`src/rtl/adc_spi_reader.sv`:
```
// adc_spi_reader
//   Reads 24-bit conversions from a SPI ADC each time its DRDY line goes low.
//   It averages 2^AVG_LOG2 consecutive samples and presents the truncated
//   mean on adc_value, with a one-cycle adc_valid strobe.
//
// Parameters
//   SCLK_DIV : system-clock cycles per SCLK half-period
//   AVG_LOG2 : log2 of the number of samples averaged per output
//   TIMEOUT  : cycles to wait for DRDY before flagging adc_timeout
//
// Ports
//   CLK100MHZ   in   system clock (rising edge)
//   rst         in   asynchronous active-high reset
//   adc_drdy_n  in   ADC data ready, active low, asynchronous
//   adc_miso    in   ADC serial data, MSB first, asynchronous
//   adc_sclk    out  SPI clock, idles low
//   adc_cs_n    out  ADC chip select, active low
//   adc_value   out  averaged unsigned result, held between updates
//   adc_valid   out  one-cycle pulse when adc_value updates
//   adc_timeout out  sticky DRDY-timeout flag, cleared by the next average
module adc_spi_reader #(
  parameter int SCLK_DIV = 50,
  parameter int AVG_LOG2 = 3,
  parameter int TIMEOUT  = 10000000
) (
  input  logic        CLK100MHZ,
  input  logic        rst,
  input  logic        adc_drdy_n,
  input  logic        adc_miso,
  output logic        adc_sclk,
  output logic        adc_cs_n,
  output logic [23:0] adc_value,
  output logic        adc_valid,
  output logic        adc_timeout
);

  localparam int DIV_W = (SCLK_DIV > 1) ? $clog2(SCLK_DIV) : 1;
  localparam int TMO_W = (TIMEOUT > 1) ? $clog2(TIMEOUT) : 1;
  localparam int ACC_W = 24 + AVG_LOG2;

  localparam logic [DIV_W-1:0] DIV_LAST = DIV_W'(SCLK_DIV - 1);
  localparam logic [TMO_W-1:0] TMO_LAST = TMO_W'(TIMEOUT - 1);

  typedef enum logic [2:0] {
    IDLE,
    WAIT_DRDY,
    CS_SETUP,
    SHIFT,
    DONE,
    REARM
  } state_t;

  state_t state_q, state_d;

  // Two-flop synchronizers. The DRDY chain resets to its inactive (high)
  // level so that the first WAIT_DRDY cycle after reset cannot see a
  // phantom data-ready before the real input has propagated through.
  logic [1:0] drdy_sync_q;
  logic [1:0] miso_sync_q;
  logic       drdy_s;
  logic       miso_s;

  logic [DIV_W-1:0]    div_q, div_d;
  logic                phase_q, phase_d;   // 0: SCLK low half, 1: high half
  logic [4:0]          bit_q, bit_d;
  logic [TMO_W-1:0]    tmo_q, tmo_d;
  logic [23:0]         shift_q, shift_d;
  logic [ACC_W-1:0]    acc_q, acc_d;
  logic [ACC_W-1:0]    acc_sum;
  logic [AVG_LOG2-1:0] cnt_q, cnt_d;
  logic [23:0]         value_q, value_d;
  logic                valid_q, valid_d;
  logic                timeout_q, timeout_d;
  logic                sclk_q, sclk_d;
  logic                cs_n_q, cs_n_d;

  assign drdy_s = drdy_sync_q[1];
  assign miso_s = miso_sync_q[1];

  // Sum is wide enough for 2^AVG_LOG2 full-scale samples, so it never wraps.
  assign acc_sum = acc_q + ACC_W'(shift_q);

  always_ff @(posedge CLK100MHZ or posedge rst) begin
    if (rst) begin
      drdy_sync_q <= 2'b11;
      miso_sync_q <= 2'b00;
      state_q     <= IDLE;
      div_q       <= '0;
      phase_q     <= 1'b0;
      bit_q       <= '0;
      tmo_q       <= '0;
      shift_q     <= '0;
      acc_q       <= '0;
      cnt_q       <= '0;
      value_q     <= '0;
      valid_q     <= 1'b0;
      timeout_q   <= 1'b0;
      sclk_q      <= 1'b0;
      cs_n_q      <= 1'b1;
    end else begin
      drdy_sync_q <= {drdy_sync_q[0], adc_drdy_n};
      miso_sync_q <= {miso_sync_q[0], adc_miso};
      state_q     <= state_d;
      div_q       <= div_d;
      phase_q     <= phase_d;
      bit_q       <= bit_d;
      tmo_q       <= tmo_d;
      shift_q     <= shift_d;
      acc_q       <= acc_d;
      cnt_q       <= cnt_d;
      value_q     <= value_d;
      valid_q     <= valid_d;
      timeout_q   <= timeout_d;
      sclk_q      <= sclk_d;
      cs_n_q      <= cs_n_d;
    end
  end

  always_comb begin
    state_d   = state_q;
    div_d     = div_q;
    phase_d   = phase_q;
    bit_d     = bit_q;
    tmo_d     = tmo_q;
    shift_d   = shift_q;
    acc_d     = acc_q;
    cnt_d     = cnt_q;
    value_d   = value_q;
    valid_d   = 1'b0;
    timeout_d = timeout_q;

    case (state_q)
      IDLE: begin
        state_d = WAIT_DRDY;
      end

      WAIT_DRDY: begin
        if (!drdy_s) begin
          state_d = CS_SETUP;
          tmo_d   = '0;
          div_d   = '0;
        end else if (tmo_q == TMO_LAST) begin
          // Keep waiting; the partial average is deliberately retained.
          timeout_d = 1'b1;
          tmo_d     = '0;
        end else begin
          tmo_d = tmo_q + 1'b1;
        end
      end

      CS_SETUP: begin
        if (div_q == DIV_LAST) begin
          div_d   = '0;
          phase_d = 1'b0;
          bit_d   = '0;
          state_d = SHIFT;
        end else begin
          div_d = div_q + 1'b1;
        end
      end

      SHIFT: begin
        if (div_q == DIV_LAST) begin
          div_d = '0;
          if (!phase_q) begin
            phase_d = 1'b1;
          end else begin
            // Last cycle of the high half: data has been stable for a
            // full period, well past the synchronizer latency.
            shift_d = {shift_q[22:0], miso_s};
            phase_d = 1'b0;
            if (bit_q == 5'd23) begin
              state_d = DONE;
            end else begin
              bit_d = bit_q + 1'b1;
            end
          end
        end else begin
          div_d = div_q + 1'b1;
        end
      end

      DONE: begin
        state_d = REARM;
        if (cnt_q == '1) begin
          value_d   = acc_sum[AVG_LOG2 +: 24];
          valid_d   = 1'b1;
          acc_d     = '0;
          cnt_d     = '0;
          timeout_d = 1'b0;
        end else begin
          acc_d = acc_sum;
          cnt_d = cnt_q + 1'b1;
        end
      end

      REARM: begin
        // One DRDY assertion yields one read: wait for it to go away.
        if (drdy_s) begin
          state_d = WAIT_DRDY;
        end
      end

      default: begin
        state_d = IDLE;
      end
    endcase

    // SPI pins are registered from the next state so they switch cleanly
    // with the state they belong to.
    sclk_d = (state_d == SHIFT) && phase_d;
    cs_n_d = !((state_d == CS_SETUP) || (state_d == SHIFT));
  end

  assign adc_sclk    = sclk_q;
  assign adc_cs_n    = cs_n_q;
  assign adc_value   = value_q;
  assign adc_valid   = valid_q;
  assign adc_timeout = timeout_q;

endmodule

```
`config.mk`:
```
export PLATFORM = sky130hd
export DESIGN_NAME = adc_spi_reader
export DESIGN_NICKNAME = d
export VERILOG_FILES = /design/src/rtl/adc_spi_reader.sv
export SDC_FILE = /design/constraint.sdc
export NUM_CORES = 1
export LEC_CHECK = 0
export ABC_AREA = 1
export ABC_CLOCK_PERIOD_IN_PS = 8950
export CAP_MARGIN = 20
export CORE_MARGIN = 2
export CORE_UTILIZATION = 61
export CTS_CLUSTER_DIAMETER = 200
export DETAILED_ROUTE_END_ITERATION = 10
export PLACE_DENSITY = 0.8
export SLEW_MARGIN = 40
export SYNTH_ARGS = -nofsm -noshare
export SYNTH_HDL_FRONTEND = slang
export SYNTH_SLANG_ARGS = --single-unit
```
`constraint.sdc`:
```
create_clock -name CLK100MHZ -period 8.95 [get_ports CLK100MHZ]
set_clock_uncertainty 0.15 [all_clocks]
set_input_delay 2.2375 -clock CLK100MHZ [delete_from_list [all_inputs] [get_ports CLK100MHZ]]
set_output_delay 2.2375 -clock CLK100MHZ [all_outputs]
set_load 0.03 [all_outputs]
```
==> metrics.md, run 1 <==
| Metric | Value |
|---|---|
| Die Ht | 115 um |
| Syn_nets | 1,061 |
| Post-CTS repair timing setup buffer count | 0 |
| Number of buffers created by CTS | 17 |
| Initial antenna violation count | 0 |
| Internal power component | approximately 1100 uW |
| Placeable Area | about 12,000 um2 |
| Count of final hold-check violations | 0 |
| Proportion of layout cells with a drive suffix above 1 | 0.0644 |
| Overall global routing resource usage | 0.281 |
| Number of DRC markers after the initial detailed-route iteration | 362 |
| Count of pins over their slew limit | 0 |
| Run status | finished clean |
| Maximum number of buffers from clock root to sink | 2 |
| Commonest non-fill, non-tap cells in the layout | nand2_1, inv_1, dfrtp_1 |
| Clk root buf | clkbuf_16 |
| Placed Cells | 1,187 |
| Max-capacitance violation count | 0 |
| Fin crit share | 0.446 |
| Cell-by-cell listing of the critical path | clkdlybuf4s50_1 |
| Grt ovf | 0 |
| Critical Path Fanout Max | 1 |
| Combinational power share | 0.126 |
| Gate Count Post-Synth | 1,024 |
| Final-layout fill cell count | 1,033 |
| Share of total power consumed by net switching | 0.279 |
| Finished Cell Area | 8500 um2 |
| Final total negative setup slack | 0 ns |
| Hold/Removal Path Class | flop to flop |
| Kind of cell adding the most delay to the critical path | buffers and inverters |
| Worst-case headroom to the max-slew limit | 0.515 |
| Number of I/O port buffers | 31 |
| Latest clock arrival within the worst-skew pair | 0.43 ns |
| Reg clk slew, reported paths | 0.06 ns |
| Die width | 115 um |
| Count of endpoints failing setup in the final report | 0 |
| P&R area growth vs syn | 13.5% |
| Area of the die | 13,200 um2 |
| Relative contribution of sequential cells to total power | 0.421 |
| Largest net degree at the start of global routing | just over 80 |
| LEAKAGE | 0.00461 uW |
| Ys Warns | 0 |
| Area of placed instances | 7930 um2 |
| Worst voltage drop across the vdd grid | 0.153 mV |
| Number of vias in the routed layout | 6,471 |
| Slowest cell on the critical path | clkdlybuf4s50_1 |
| Fraction of power consumed by the clock network | 0.453 |
| Least-Margin Pin Slew | 0.726 ns |
| Nets | approximately 1,100 |
| Total area of sequential cells | between 3000 and 4000 um2 |
| Syn_area_per_cell | 7.32 um2 |
| Boundary pin count | 32 |
| Detail-routed via count per cell | between 5 and 6 |
| Switching pwr | 415 uW |
| Unrepaired setup endpoints after global routing | no |
| Global-route wire length before repair | 29,100 um |
| Number of distinct library cells after synthesis | 40 |
| Share of the yosys chip area belonging to registers | 0.418 |
| Number of H-tree branching levels | 4 |
| Worst path max stage delay | 0.67 ns |
| Final routed wire length divided by cell count | 13.8 um |
| WP data required | ~6.6 ns |
| Diode count | 0 |
| Quantity of gates resized following cts | 0 |
| Critical Setup Path Class | flop to output pin |
| DRT Wirelength | 16,800 um |
| Arrival time worst endpoint | 1.61 ns |
| Most common cell after layout, fill and taps aside | nand2_1 |
| Sort of element at the end of the critical path | output pin |
| Number of global-route vias before repair | 6,303 |
| Overall power after layout | around 1500 uW |
| Pre-antenna DRT Iters | 5 |
| Detailed-route DRC error count | 0 |
| Nature of the critical path startpoint | flop |
| Detailed-placement wirelength estimate | 12,000 um |
| Buf/Inv on CP | 1 |
| Area of combinational cells with multiple inputs | 3670 um2 |
| Number of rows in the core area | 40 |
| Clock tree from TritonCTS | done |
| Initial core utilization | 0.624 |
| Count of nets left with antenna violations after detail routing | 0 |
| Max Fclk | 250 MHz |
| Synthesized flop and latch total | 125 |
| Shortest period the worst path allows | 3.99 ns |
| Combined area of all synthesized cells | around 7500 um2 |
| Hold-fix buffers at CTS | 0 |
| Gp weighted congestion | 0.961 |
| Post-layout instance count excluding filler cells | 1,219 |
| Areal power density over the cells | 175 nW/um2 |
| TritonCTS Sinks | roughly 130 |
worst paths after layout:
kind	cells past startpoint	to	slack (ns)	from
max	1	adc_cs_n	4.96	adc_cs_n$_DFF_PP1_
min	0	miso_sync_q[1]$_DFF_PP0_	0.20	miso_sync_q[0]$_DFF_PP0_
max reg2reg	7	adc_timeout$_DFFE_PP0P_	6.11	state_q[1]$_DFF_PP0_
min reg2reg	0	miso_sync_q[1]$_DFF_PP0_	0.20	miso_sync_q[0]$_DFF_PP0_
max in group asynchronous	3	tmo_q[18]$_DFFE_PP0P_	5.49	rst
min in group asynchronous	2	adc_value[15]$_DFFE_PP0P_	2.07	rst
routing by layer:
metal  up-vias  GRT usage  share of wire
met4         0     0.0916          0.016
met3        25     0.0648          0.041
met1      3016      0.354           0.44
met5         -          0              0
li1       3305          -              -
met2       125      0.480           0.50
power by group through the flow:
stage | sequential, uW | clock [uW] | combinational, uW
after floorplan | 634 | 0 | 138
after global placement | 634 | 0 | 179
after detailed placement | 635 | 0 | 187
after CTS | 627 | 682 | 190
after global routing | 631 | 711 | 210
final | 627 | 674 | 188
registers in the layout, indices dropped and copies added (netlist names):
register and cells:
state_q 3, adc_valid 1, adc_timeout 1, miso_sync_q 2
shift_q 24, acc_q 27, adc_cs_n 1, phase_q 1
adc_value 24, cnt_q 3, bit_q 5, adc_sclk 1
drdy_sync_q 2, tmo_q 24, div_q 6
final cells by class:
cell class              count  area share
multi-input cells         721       0.432
flip-flops and latches    125       0.368
inverters                 161      0.0714
clock buffers              21      0.0541
repair buffers             33      0.0387
well taps                 147      0.0216
clock inverters            11      0.0137
metrics by stage:
| stage | setup WS (ns) | hold WS, ns | util |
|---|---|---|---|
| finish | 4.96 | 0.205 | 0.708 |
| global placement | 4.66 | 0.196 | 0.659 |
| floorplan | 3.24 | 0.181 | - |
| CTS | 4.94 | 0.207 | 0.708 |
| detailed placement | 4.98 | 0.187 | 0.660 |
| global route | 4.92 | 0.214 | 0.708 |
cells in the mapped netlist:
| library cell | count | area (um2) |
|---|---|---|
| nor2_8 | 1 | 20.0 |
| o21ai_1 | 3 | 15.0 |
| a22o_1 | 6 | 52.6 |
| nand4_1 | 19 | 119 |
| nand3_2 | 2 | 20.0 |
| nand2_4 | 2 | 22.5 |
| nor3_4 | 3 | 48.8 |
| nand3_1 | 82 | 410 |
| nor2_1 | 64 | 240 |
| a22oi_1 | 1 | 7.51 |
| nor4_1 | 1 | 6.26 |
| dfstp_2 | 3 | 78.8 |
| a221oi_1 | 1 | 8.76 |
| xor2_1 | 26 | 228 |
| ha_1 | 32 | 400 |
| nor2_4 | 3 | 33.8 |
| fa_1 | 1 | 20.0 |
| clkbuf_1 | 3 | 11.3 |
| o21bai_1 | 1 | 7.51 |
| dfrtp_1 | 122 | 3050 |
| inv_1 | 153 | 574 |
| nor2_2 | 3 | 18.8 |
| mux2_2 | 2 | 22.5 |
| nand4_2 | 1 | 12.5 |
| a32o_1 | 1 | 10.0 |
| nand2_1 | 361 | 1360 |
| nand2_2 | 1 | 6.26 |
| or2_2 | 6 | 37.5 |
| a31oi_1 | 1 | 6.26 |
| o22ai_1 | 16 | 100 |
| and2_1 | 2 | 12.5 |
| inv_2 | 8 | 30.0 |
| nor3_1 | 15 | 75.1 |
| xnor2_1 | 4 | 35.0 |
| buf_2 | 14 | 70.1 |
| a21oi_1 | 25 | 125 |
| a21o_1 | 1 | 7.51 |
| nor3_2 | 1 | 10.0 |
| nand3b_1 | 6 | 45.0 |
| o21ai_0 | 27 | 135 |
cell families (layout without fill, tap and decap cells):
| kind of cell | after synthesis | count (layout) | share of synthesized area |
|---|---|---|---|
| buffers and inverters | 178 | 226 | 0.0915 |
| flip-flops | 125 | 125 | 0.418 |
| multiplexers | 2 | 2 | 0.00301 |
| adder cells (fa/ha/maj) | 33 | 33 | 0.0561 |
| AO/OA/AOI/OAI | 83 | 83 | 0.0635 |
| XOR/XNOR | 30 | 30 | 0.0351 |
| AND/OR/NAND/NOR | 573 | 573 | 0.333 |
No activity file was read; power rests on OpenSTA's default activity.
==> inputs of run 2 (changes only) <==
- ABC_CLOCK_PERIOD_IN_PS: 8950 -> 3300
- CORE_UTILIZATION: 61 -> 56
- PLACE_DENSITY: 0.8 -> 0.77
- clock period: 8.95 -> 3.3 ns (I/O delays scaled with it)
==> run 2 against run 1 <==
  * Sequential cell count is the same
  * Wire length grew 1.5%
  * Combinational power grew to 2.7 times the previous value
  * Utilization shrank 5.5 points
  * Total power grew to 2.7 times the previous value
  * Count of clock-buffer cells in the layout shrank 1
  * Worst setup slack lost 4.2 ns
  * Die area grew 8.6%
  * Non-clock buffer count grew 4
  * Worst hold slack lost 0.0038 ns
  * Register-to-register slack lost 5.1 ns
  * Critical path type unchanged
  * Critical endpoint unchanged
  * Largest cell class unchanged
==> metrics.md, run 2 (synthesis results as in run 1) <==
| Metric | Value |
|---|---|
| Number of buffers created by CTS | 17 (unchanged) |
| Detailed-placement wirelength estimate | 12,300 um (+2.5%) |
| Run status | finished clean |
| Hold-fix buffers at CTS | 0 (unchanged) |
| Initial antenna violation count | 0 (unchanged) |
| Overall global routing resource usage | 0.261 (-0.0197) |
| Areal power density over the cells | 466 nW/um2 (+170%) |
| Arrival time worst endpoint | 1.60 ns (about the same) |
| Nets | 1,100 (+0.36%) |
| Post-CTS repair timing setup buffer count | 0 (unchanged) |
| Least-Margin Pin Slew | 0.658 ns (-0.0679 ns) |
| Gp weighted congestion | 0.957 (-0.36%) |
| Worst-case headroom to the max-slew limit | 0.560 (+0.0454) |
| Total area of sequential cells | 3130 um2 (unchanged) |
| Placed Cells | 1,220 (+2.8%) |
| Cell-by-cell listing of the critical path | clkdlybuf4s50_1 |
| Clk root buf | clkbuf_16 |
| Nature of the critical path startpoint | flop |
| DRT Wirelength | 17,100 um (+1.5%) |
| Most common cell after layout, fill and taps aside | nand2_1 |
| Shortest period the worst path allows | about 2.6 ns |
| Proportion of layout cells with a drive suffix above 1 | 0.0688 (+0.00441) |
| Detailed-route DRC error count | 0 (unchanged) |
| Diode count | 0 (unchanged) |
| Number of I/O port buffers | 31 (unchanged) |
| P&R area growth vs syn | 14.4% |
| Latest clock arrival within the worst-skew pair | 0.43 ns (about the same) |
| Fin crit share | 0.781 |
| Final routed wire length divided by cell count | 13.7 um (-1.2%) |
| Worst voltage drop across the vdd grid | 0.390 mV (+160%) |
| WP data required | 2.32 ns (-4.24 ns) |
| Largest net degree at the start of global routing | 47 (-43%) |
| Final total negative setup slack | 0 ns (unchanged) |
| Die Ht | 120 um (+4.2%) |
| Area of the die | 14,300 um2 (+8.6%) |
| Die width | 120 um (+4.2%) |
| Maximum number of buffers from clock root to sink | 2 (unchanged) |
| Commonest non-fill, non-tap cells in the layout | nand2_1, inv_1, dfrtp_1 |
| Critical Setup Path Class | flop to output pin |
| LEAKAGE | 0.00461 uW (about the same) |
| Kind of cell adding the most delay to the critical path | buffers and inverters |
| Quantity of gates resized following cts | 0 (unchanged) |
| Worst path max stage delay | 0.66 ns (about the same) |
| Number of rows in the core area | 42 (+5.0%) |
| Buf/Inv on CP | 1 (unchanged) |
| Clock tree from TritonCTS | done |
| Count of nets left with antenna violations after detail routing | 0 (unchanged) |
| Slowest cell on the critical path | clkdlybuf4s50_1 |
| Area of combinational cells with multiple inputs | 3670 um2 (unchanged) |
| Max-capacitance violation count | 0 (unchanged) |
| Pre-antenna DRT Iters | 5 (unchanged) |
| Critical Path Fanout Max | 1 (unchanged) |
| TritonCTS Sinks | 125 (unchanged) |
| Number of H-tree branching levels | 4 (unchanged) |
| Reg clk slew, reported paths | 0.06 ns (about the same) |
| Flip-flop count of the largest register after layout | 27 (unchanged) |
| Final-layout fill cell count | 1,167 (+13%) |
| Placeable Area | 13,100 um2 (+9.4%) |
| Global-route wire length before repair | 29,900 um (+2.7%) |
| Number of global-route vias before repair | 6,403 (+1.6%) |
| Post-layout instance count excluding filler cells | 1,252 (+2.7%) |
| Number of vias in the routed layout | 6,500 (+0.45%) |
| Count of pins over their slew limit | 0 (unchanged) |
| Initial core utilization | 0.570 (-0.0535) |
| Max Fclk | 388 MHz |
| Largest reg by FF count | acc_q |
| Unrepaired setup endpoints after global routing | no |
| Detail-routed via count per cell | 5.19 (-2.2%) |
| Sort of element at the end of the critical path | output pin |
| Count of endpoints failing setup in the final report | 0 (unchanged) |
| Hold/Removal Path Class | flop to flop |
| Boundary pin count | 32 (unchanged) |
| Grt ovf | 0 (unchanged) |
| Number of DRC markers after the initial detailed-route iteration | 422 (+17%) |
| Count of final hold-check violations | 0 (unchanged) |
[run 2: final cells by class]
class | instances | area share
Multi-Input combinational cell | 721 | 0.429
Inverter | 161 | 0.0709
Tap cell | 176 | 0.0257
Sequential cell | 125 | 0.365
Clock buffer | 20 | 0.0533
Timing Repair Buffer | 37 | 0.0429
Clock inverter | 12 | 0.0133
[run 2: per-layer routing]
layer	global-route usage	part of all wire	vias to the layer above
met1	0.333	0.45	2997
met4	0.105	0.024	0
met3	0.0604	0.044	34
met5	0	0	-
met2	0.431	0.48	149
li1	-	-	3320
[run 2: final timing paths]
check / cells past startpoint / slack [ns] / start / end
min in group asynchronous: 2 / 0.66 / rst / tmo_q[13]$_DFFE_PP0P_
max: 1 / 0.72 / adc_cs_n$_DFF_PP1_ / adc_cs_n
min: 0 / 0.20 / miso_sync_q[0]$_DFF_PP0_ / miso_sync_q[1]$_DFF_PP0_
max reg2reg: 11 / 1.04 / shift_q[0]$_DFFE_PP0P_ / adc_value[13]$_DFFE_PP0P_
max in group asynchronous: 3 / 1.66 / rst / bit_q[3]$_DFFE_PP0P_
min reg2reg: 0 / 0.20 / miso_sync_q[0]$_DFF_PP0_ / miso_sync_q[1]$_DFF_PP0_
[run 2: stage by stage]
stage               hold WS (ns)   util  worst slack (ns)  total power [uW]  area, um2
floorplan                  0.181      -             0.788              2100       7500
global placement           0.194  0.609              1.08              2220       8000
detailed placement         0.190  0.609              1.02              2230       8000
CTS                        0.203  0.653             0.705              4030       8570
global route               0.211  0.653             0.675              4170       8570
finish                     0.201  0.653             0.723              4000       8570
[run 2: power by group]
part	internal, uW	total, uW	switching, uW
sequential	1610	1700	86.9
clock	1080	1790	712
combinational	158	510	352
total	2850	4000	1150
==> inputs of run 3 (changes only) <==
- ABC_CLOCK_PERIOD_IN_PS: 3300 -> 2400
- CORE_UTILIZATION: 56 -> 61
- PLACE_DENSITY: 0.77 -> 0.8
- clock period: 3.3 -> 2.4 ns (I/O delays scaled with it)
==> run 3 against run 2 <==
  * Total power increased by 43%
  * Critical path depth unchanged
  * Count of clock-buffer cells in the layout unchanged
  * Sequential cell count unchanged
  * Sequential power increased by 37%
  * First-iteration DRC count decreased by 19%
  * Die area decreased by 7.9%
  * Critical path type unchanged
  * Largest power group unchanged
==> metrics.md, run 3 (synthesis results as in run 1) <==
| Metric | Value |
|---|---|
| Clk root buf | clkbuf_16 |
| Detailed-placement wirelength estimate | 12,200 um (-0.29%) |
| Endpoint, Worst Hold | drdy_sync_q[1]$_DFF_PP1_ |
| Hold wc startpoint | drdy_sync_q[0]$_DFF_PP1_ |
| Largest reg by FF count | acc_q |
| Areal power density over the cells | 663 nW/um2 (+42%) |
| Count of pins over their slew limit | 0 (unchanged) |
| Number of buffers created by CTS | 17 (unchanged) |
| Arrival time worst endpoint | 1.60 ns (about the same) |
| Diode count | 0 (unchanged) |
| WP data required | 1.65 ns (-0.67 ns) |
| Fin crit share | 0.979 |
| Gp weighted congestion | 0.944 (-1.5%) |
| Critical Path Fanout Max | 1 (unchanged) |
| Global-route wire length before repair | 29,000 um (-2.9%) |
| Worst R2R Start | acc_q[0]$_DFFE_PP0P_ |
| Count of final hold-check violations | 0 (unchanged) |
| Final-layout fill cell count | 992 (-15%) |
| Maximum number of buffers from clock root to sink | 2 (unchanged) |
| Post-layout utilization of the core | 0.717 (+0.0642) |
| Quantity of gates resized following cts | 0 (unchanged) |
| LEAKAGE | 0.00464 uW (+0.63%) |
| Number of global-route vias before repair | 6,248 (-2.4%) |
| Most common cell after layout, fill and taps aside | nand2_1 |
| Sort of element at the end of the critical path | output pin |
| Largest net degree at the start of global routing | 66 (+40%) |
| Final routed wire length divided by cell count | 14.0 um (+2.3%) |
| Shortest period the worst path allows | 2.35 ns |
| Number of I/O port buffers | 31 (unchanged) |
| Boundary pin count | 32 (unchanged) |
| Latest clock arrival within the worst-skew pair | 0.42 ns (about the same) |
| Slowest cell on the critical path | clkdlybuf4s50_1 |
| Number of H-tree branching levels | 4 (unchanged) |
| Initial core utilization | 0.624 (+0.0535) |
| Flip-flop count of the largest register after layout | 27 (unchanged) |
| Number of vias in the routed layout | 6,447 (-0.82%) |
| Commonest non-fill, non-tap cells in the layout | nand2_1, inv_1, dfrtp_1 |
| Worst voltage drop across the vdd grid | 0.730 mV (+87%) |
| Endpoint of the lowest-slack register-to-register path | adc_value[9]$_DFFE_PP0P_ |
| Hold/Removal Path Class | flop to flop |
| Reg clk slew, reported paths | 0.06 ns (about the same) |
| Least-Margin Pin Slew | 0.551 ns (-0.107 ns) |
| P&R area growth vs syn | 14.9% |
| Unrepaired setup endpoints after global routing | no |
| Number of DRC markers after the initial detailed-route iteration | 342 (-19%) |
| Proportion of layout cells with a drive suffix above 1 | 0.0696 (+0.000800) |
| Post-CTS repair timing setup buffer count | 0 (unchanged) |
| Count of nets left with antenna violations after detail routing | 0 (unchanged) |
| Max Fclk | 425 MHz |
| Critical Setup Path Class | flop to output pin |
| Nature of the critical path startpoint | flop |
| DRT Wirelength | 17,100 um (+0.12%) |
| Worst path max stage delay | 0.66 ns (about the same) |
| Kind of cell adding the most delay to the critical path | buffers and inverters |
| Die width | 115 um (-4.0%) |
| Buf/Inv on CP | 1 (unchanged) |
| Pre-antenna DRT Iters | 7 (+2) |
| Nets | 1,103 (+0.27%) |
| Detailed-route DRC error count | 0 (unchanged) |
| Detail-routed via count per cell | 5.26 (+1.4%) |
| Cell-by-cell listing of the critical path | clkdlybuf4s50_1 |
| Overall power after layout | 5710 uW (+43%) |
| Die Ht | 115 um (-4.0%) |
| Clock tree from TritonCTS | done |
| Worst R2R Path Depth | 11 (unchanged) |
| Final total negative setup slack | 0 ns (unchanged) |
| Worst hold slack after final layout | 0.206 ns (+0.00525 ns) |
| Area of the die | 13,200 um2 (-7.9%) |
| Hold-fix buffers at CTS | 0 (unchanged) |
| Worst-case register-to-register setup slack | 0.18 ns (-0.86 ns) |
| Number of rows in the core area | 40 (-4.8%) |
| Initial antenna violation count | 0 (unchanged) |
| TritonCTS Sinks | 125 (unchanged) |
| Placeable Area | 12,000 um2 (-8.6%) |
| Count of endpoints failing setup in the final report | 0 (unchanged) |
| Overall global routing resource usage | 0.278 (+0.0169) |
| Worst-case headroom to the max-slew limit | 0.632 (+0.0720) |
| Max-capacitance violation count | 0 (unchanged) |
| Run status | finished clean |
| Grt ovf | 0 (unchanged) |
| Hold depth | 0 (unchanged) |
## run 3: worst max path at each step
stage                                      start                        end  slack [ns]  depth (start not counted)
after floorplan                              rst       acc_q[0]$_DFFE_PP0P_        0.11                          1
after global placement    shift_q[0]$_DFFE_PP0P_  adc_value[13]$_DFFE_PP0P_        0.21                         11
after detailed placement  shift_q[0]$_DFFE_PP0P_   adc_value[9]$_DFFE_PP0P_        0.16                         11
after CTS                     adc_cs_n$_DFF_PP1_                   adc_cs_n        0.04                          1
final                         adc_cs_n$_DFF_PP1_                   adc_cs_n        0.05                          1
after global routing      shift_q[6]$_DFFE_PP0P_      acc_q[18]$_DFFE_PP0P_        0.01                         10
## run 3: per-stage QoR
stage                     area [um2]  setup WS [ns]  cells
final                           8610         0.0494   1225
after global routing            8610         0.0120   1225
after floorplan                 7500          0.113   1024
after detailed placement        8000          0.165   1194
after global placement          8000          0.215   1194
after CTS                       8610         0.0404   1225
## run 3: power breakdown
| part | total [uW] | leakage, uW | switching, uW | internal, uW |
|---|---|---|---|---|
| clock network | 2650 | 0.000282 | 925 | 1730 |
| registers | 2330 | 0.00171 | 116 | 2220 |
| logic | 728 | 0.00264 | 495 | 232 |
| total | 5710 | 0.00464 | 1540 | 4170 |
## run 3: metal layers
metal | routed length, um | global-route usage | vias to the layer above | share of wire
li1 | - | - | 3312 | -
met1 | 7870 | 0.361 | 2988 | 0.46
met2 | 8270 | 0.466 | 123 | 0.48
met3 | 686 | 0.0611 | 24 | 0.040
met4 | 302 | 0.0916 | 0 | 0.018
met5 | 0 | 0 | - | 0
## run 3: layout make-up
class / instances / area, um2 / share of cell area
Clock buffer: 20 / 437 / 0.0507
Clock inverter: 11 / 169 / 0.0196
Inverter: 161 / 608 / 0.0706
Multi-Input combinational cell: 721 / 3680 / 0.427
Sequential cell: 125 / 3130 / 0.364
Tap cell: 147 / 184 / 0.0214
Timing Repair Buffer: 40 / 403 / 0.0468
==> variant, RTL diff (flow settings as in run 1) <==
The parameter `TIMEOUT` goes from 10000000 to 40000000.
--- a/src/rtl/adc_spi_reader.sv
+++ b/src/rtl/adc_spi_reader.sv
@@ -23,3 +23,3 @@
   parameter int AVG_LOG2 = 3,
-  parameter int TIMEOUT  = 10000000
+  parameter int TIMEOUT  = 40000000
 ) (
Formal check against the unedited RTL: no difference found for any inputs over 10 cycles, from zero or initial values and one cycle with rst high; that may be too few to reach the edited logic, so the function may still have changed.
==> variant against run 1 <==
- critical path type unchanged
- design area rose by 2.8%
- sequential cell count rose by 2
- wire length rose by 2.8%
- die area rose by 2.2%
- synthesized cell count rose by 4.5%
- highest routed layer unchanged
- largest cell class unchanged
- critical endpoint unchanged
- synthesized area rose by 2.3%
- worst setup slack improved by 6.5 ps
- power rose by 3.9%
==> variant: results (changes against run 1) <==
final_core_util_pct: 71.85  # was 70.79%
final-clk-cell-share_pct: 7.030  # was 6.783%
peakVddDrop_mv: 0.1982  # was 0.1529 mV
grt_use_met2_pct: 48.58  # was 48.01%
regArea_um2: 3182  # was 3132 um^2
power.leakage_nw: 4.678  # was 4.609 nW
routedWlPerCell_um: 13.46  # was 13.82 um
use_met1_pct: 35.03  # was 35.44%
first_iter_violations: 398  # was 362
status: "finished clean"  # unchanged
worstPathMaxFanout: 1  # unchanged
powerDensity_nw_per_um2: 176.9  # was 175.1 nW/um^2
ys_top_cells_by_area: "dfrtp_1 40%, nand2_1 19%, inv_1 7.7%"  # was dfrtp_1 41%, nand2_1 18%, inv_1 7.7%
gp_congestion: 0.9239  # was 0.9609
clk_pin_slew_worst_paths_ps: 60  # about the same
power_frac_comb_pct: 12.9  # was 12.6%
preCtsSetupSlack_ps: 4948  # was 4979 ps
grt.met3_usage_pct: 5.501  # was 6.484%
inv_count: 165  # was 161
swShare_pct: 27.37  # was 27.88%
syn_avg_cell_area_um2: 7.165  # was 7.317 um^2
multi_input_gates: 760  # was 721
synth_seq_area_share_pct: 41.50  # was 41.80%
synth_seq_cells: 127  # was 125
grt_usage_pct: 28.23  # was 28.06%
placed_cell_area_um2: 8124  # was 7926 um^2
crit_family: "buffers and inverters"  # unchanged
cts.repair.resized: 0  # unchanged
dp_hpwl_um: 12180  # was 11950 um
layout-drive-gt1-share_pct: 5.546  # was 6.437%
dr_total_vias: 6672  # was 6471
met1_length_um: 7802  # was 7435 um
dr_wl_met2_um: 8444  # was 8459 um
hp-class: "reg2reg"  # unchanged
dp_cells: 1254  # was 1187
crit_arrival_ps: 1600
pg_seq_mw: 0.635  # was 0.627 mW
clk_path_buf_depth: 2  # unchanged
viasPerCell: 5.188  # was 5.308
synth_common_cells: "384 x nand2_1, 158 x inv_1, 124 x dfrtp_1"  # was 361 x nand2_1, 153 x inv_1, 122 x dfrtp_1
clock_buffers: 20  # was 21
nets: 1142  # was 1096
core_um2: 12160  # was 12010 um^2
ys_types: 39  # was 40
multi_input_area_um2: 3766  # was 3675 um^2
antenna_found_initial: 0  # unchanged
met3_length_um: 592  # was 686 um
diodes: 0  # unchanged
final-nonclk-buf-share_pct: 3.938  # was 3.870%
-- variant: changes by cell type after synthesis, moves of 3 or more --
cell      delta
nand2_1     +23
nor2_1      +17
buf_2        -7
inv_1        +5
o21ai_1      +5
o22ai_1      -5
clkbuf_1     +3
nor2_2       -3
nor3_1       +3
-- variant: final timing paths --
kind,slack [ps],cells past startpoint,endpoint,start
hold reg to reg,200,0,miso_sync_q[1],miso_sync_q[0]
min in group asynchronous,2090,2,adc_value[15],rst
hold / removal,200,0,miso_sync_q[1],miso_sync_q[0]
max in group asynchronous,5440,3,tmo_q[8],rst
setup reg to reg,6060,8,adc_timeout,state_q[2]
setup / recovery,4960,1,adc_cs_n,adc_cs_n
-- variant: cells by family (layout without fill, tap and decap cells) --
logic type,count (synthesis),in the layout,synth area share [%]
AO/OA/AOI/OAI,85,85,6.235
XOR/XNOR,29,29,3.313
flip-flops,127,127,41.50
adder cells (fa/ha/maj),33,33,5.484
multiplexers,2,2,0.2938
buffers and inverters,183,231,9.368
AND/OR/NAND/NOR,611,611,33.80
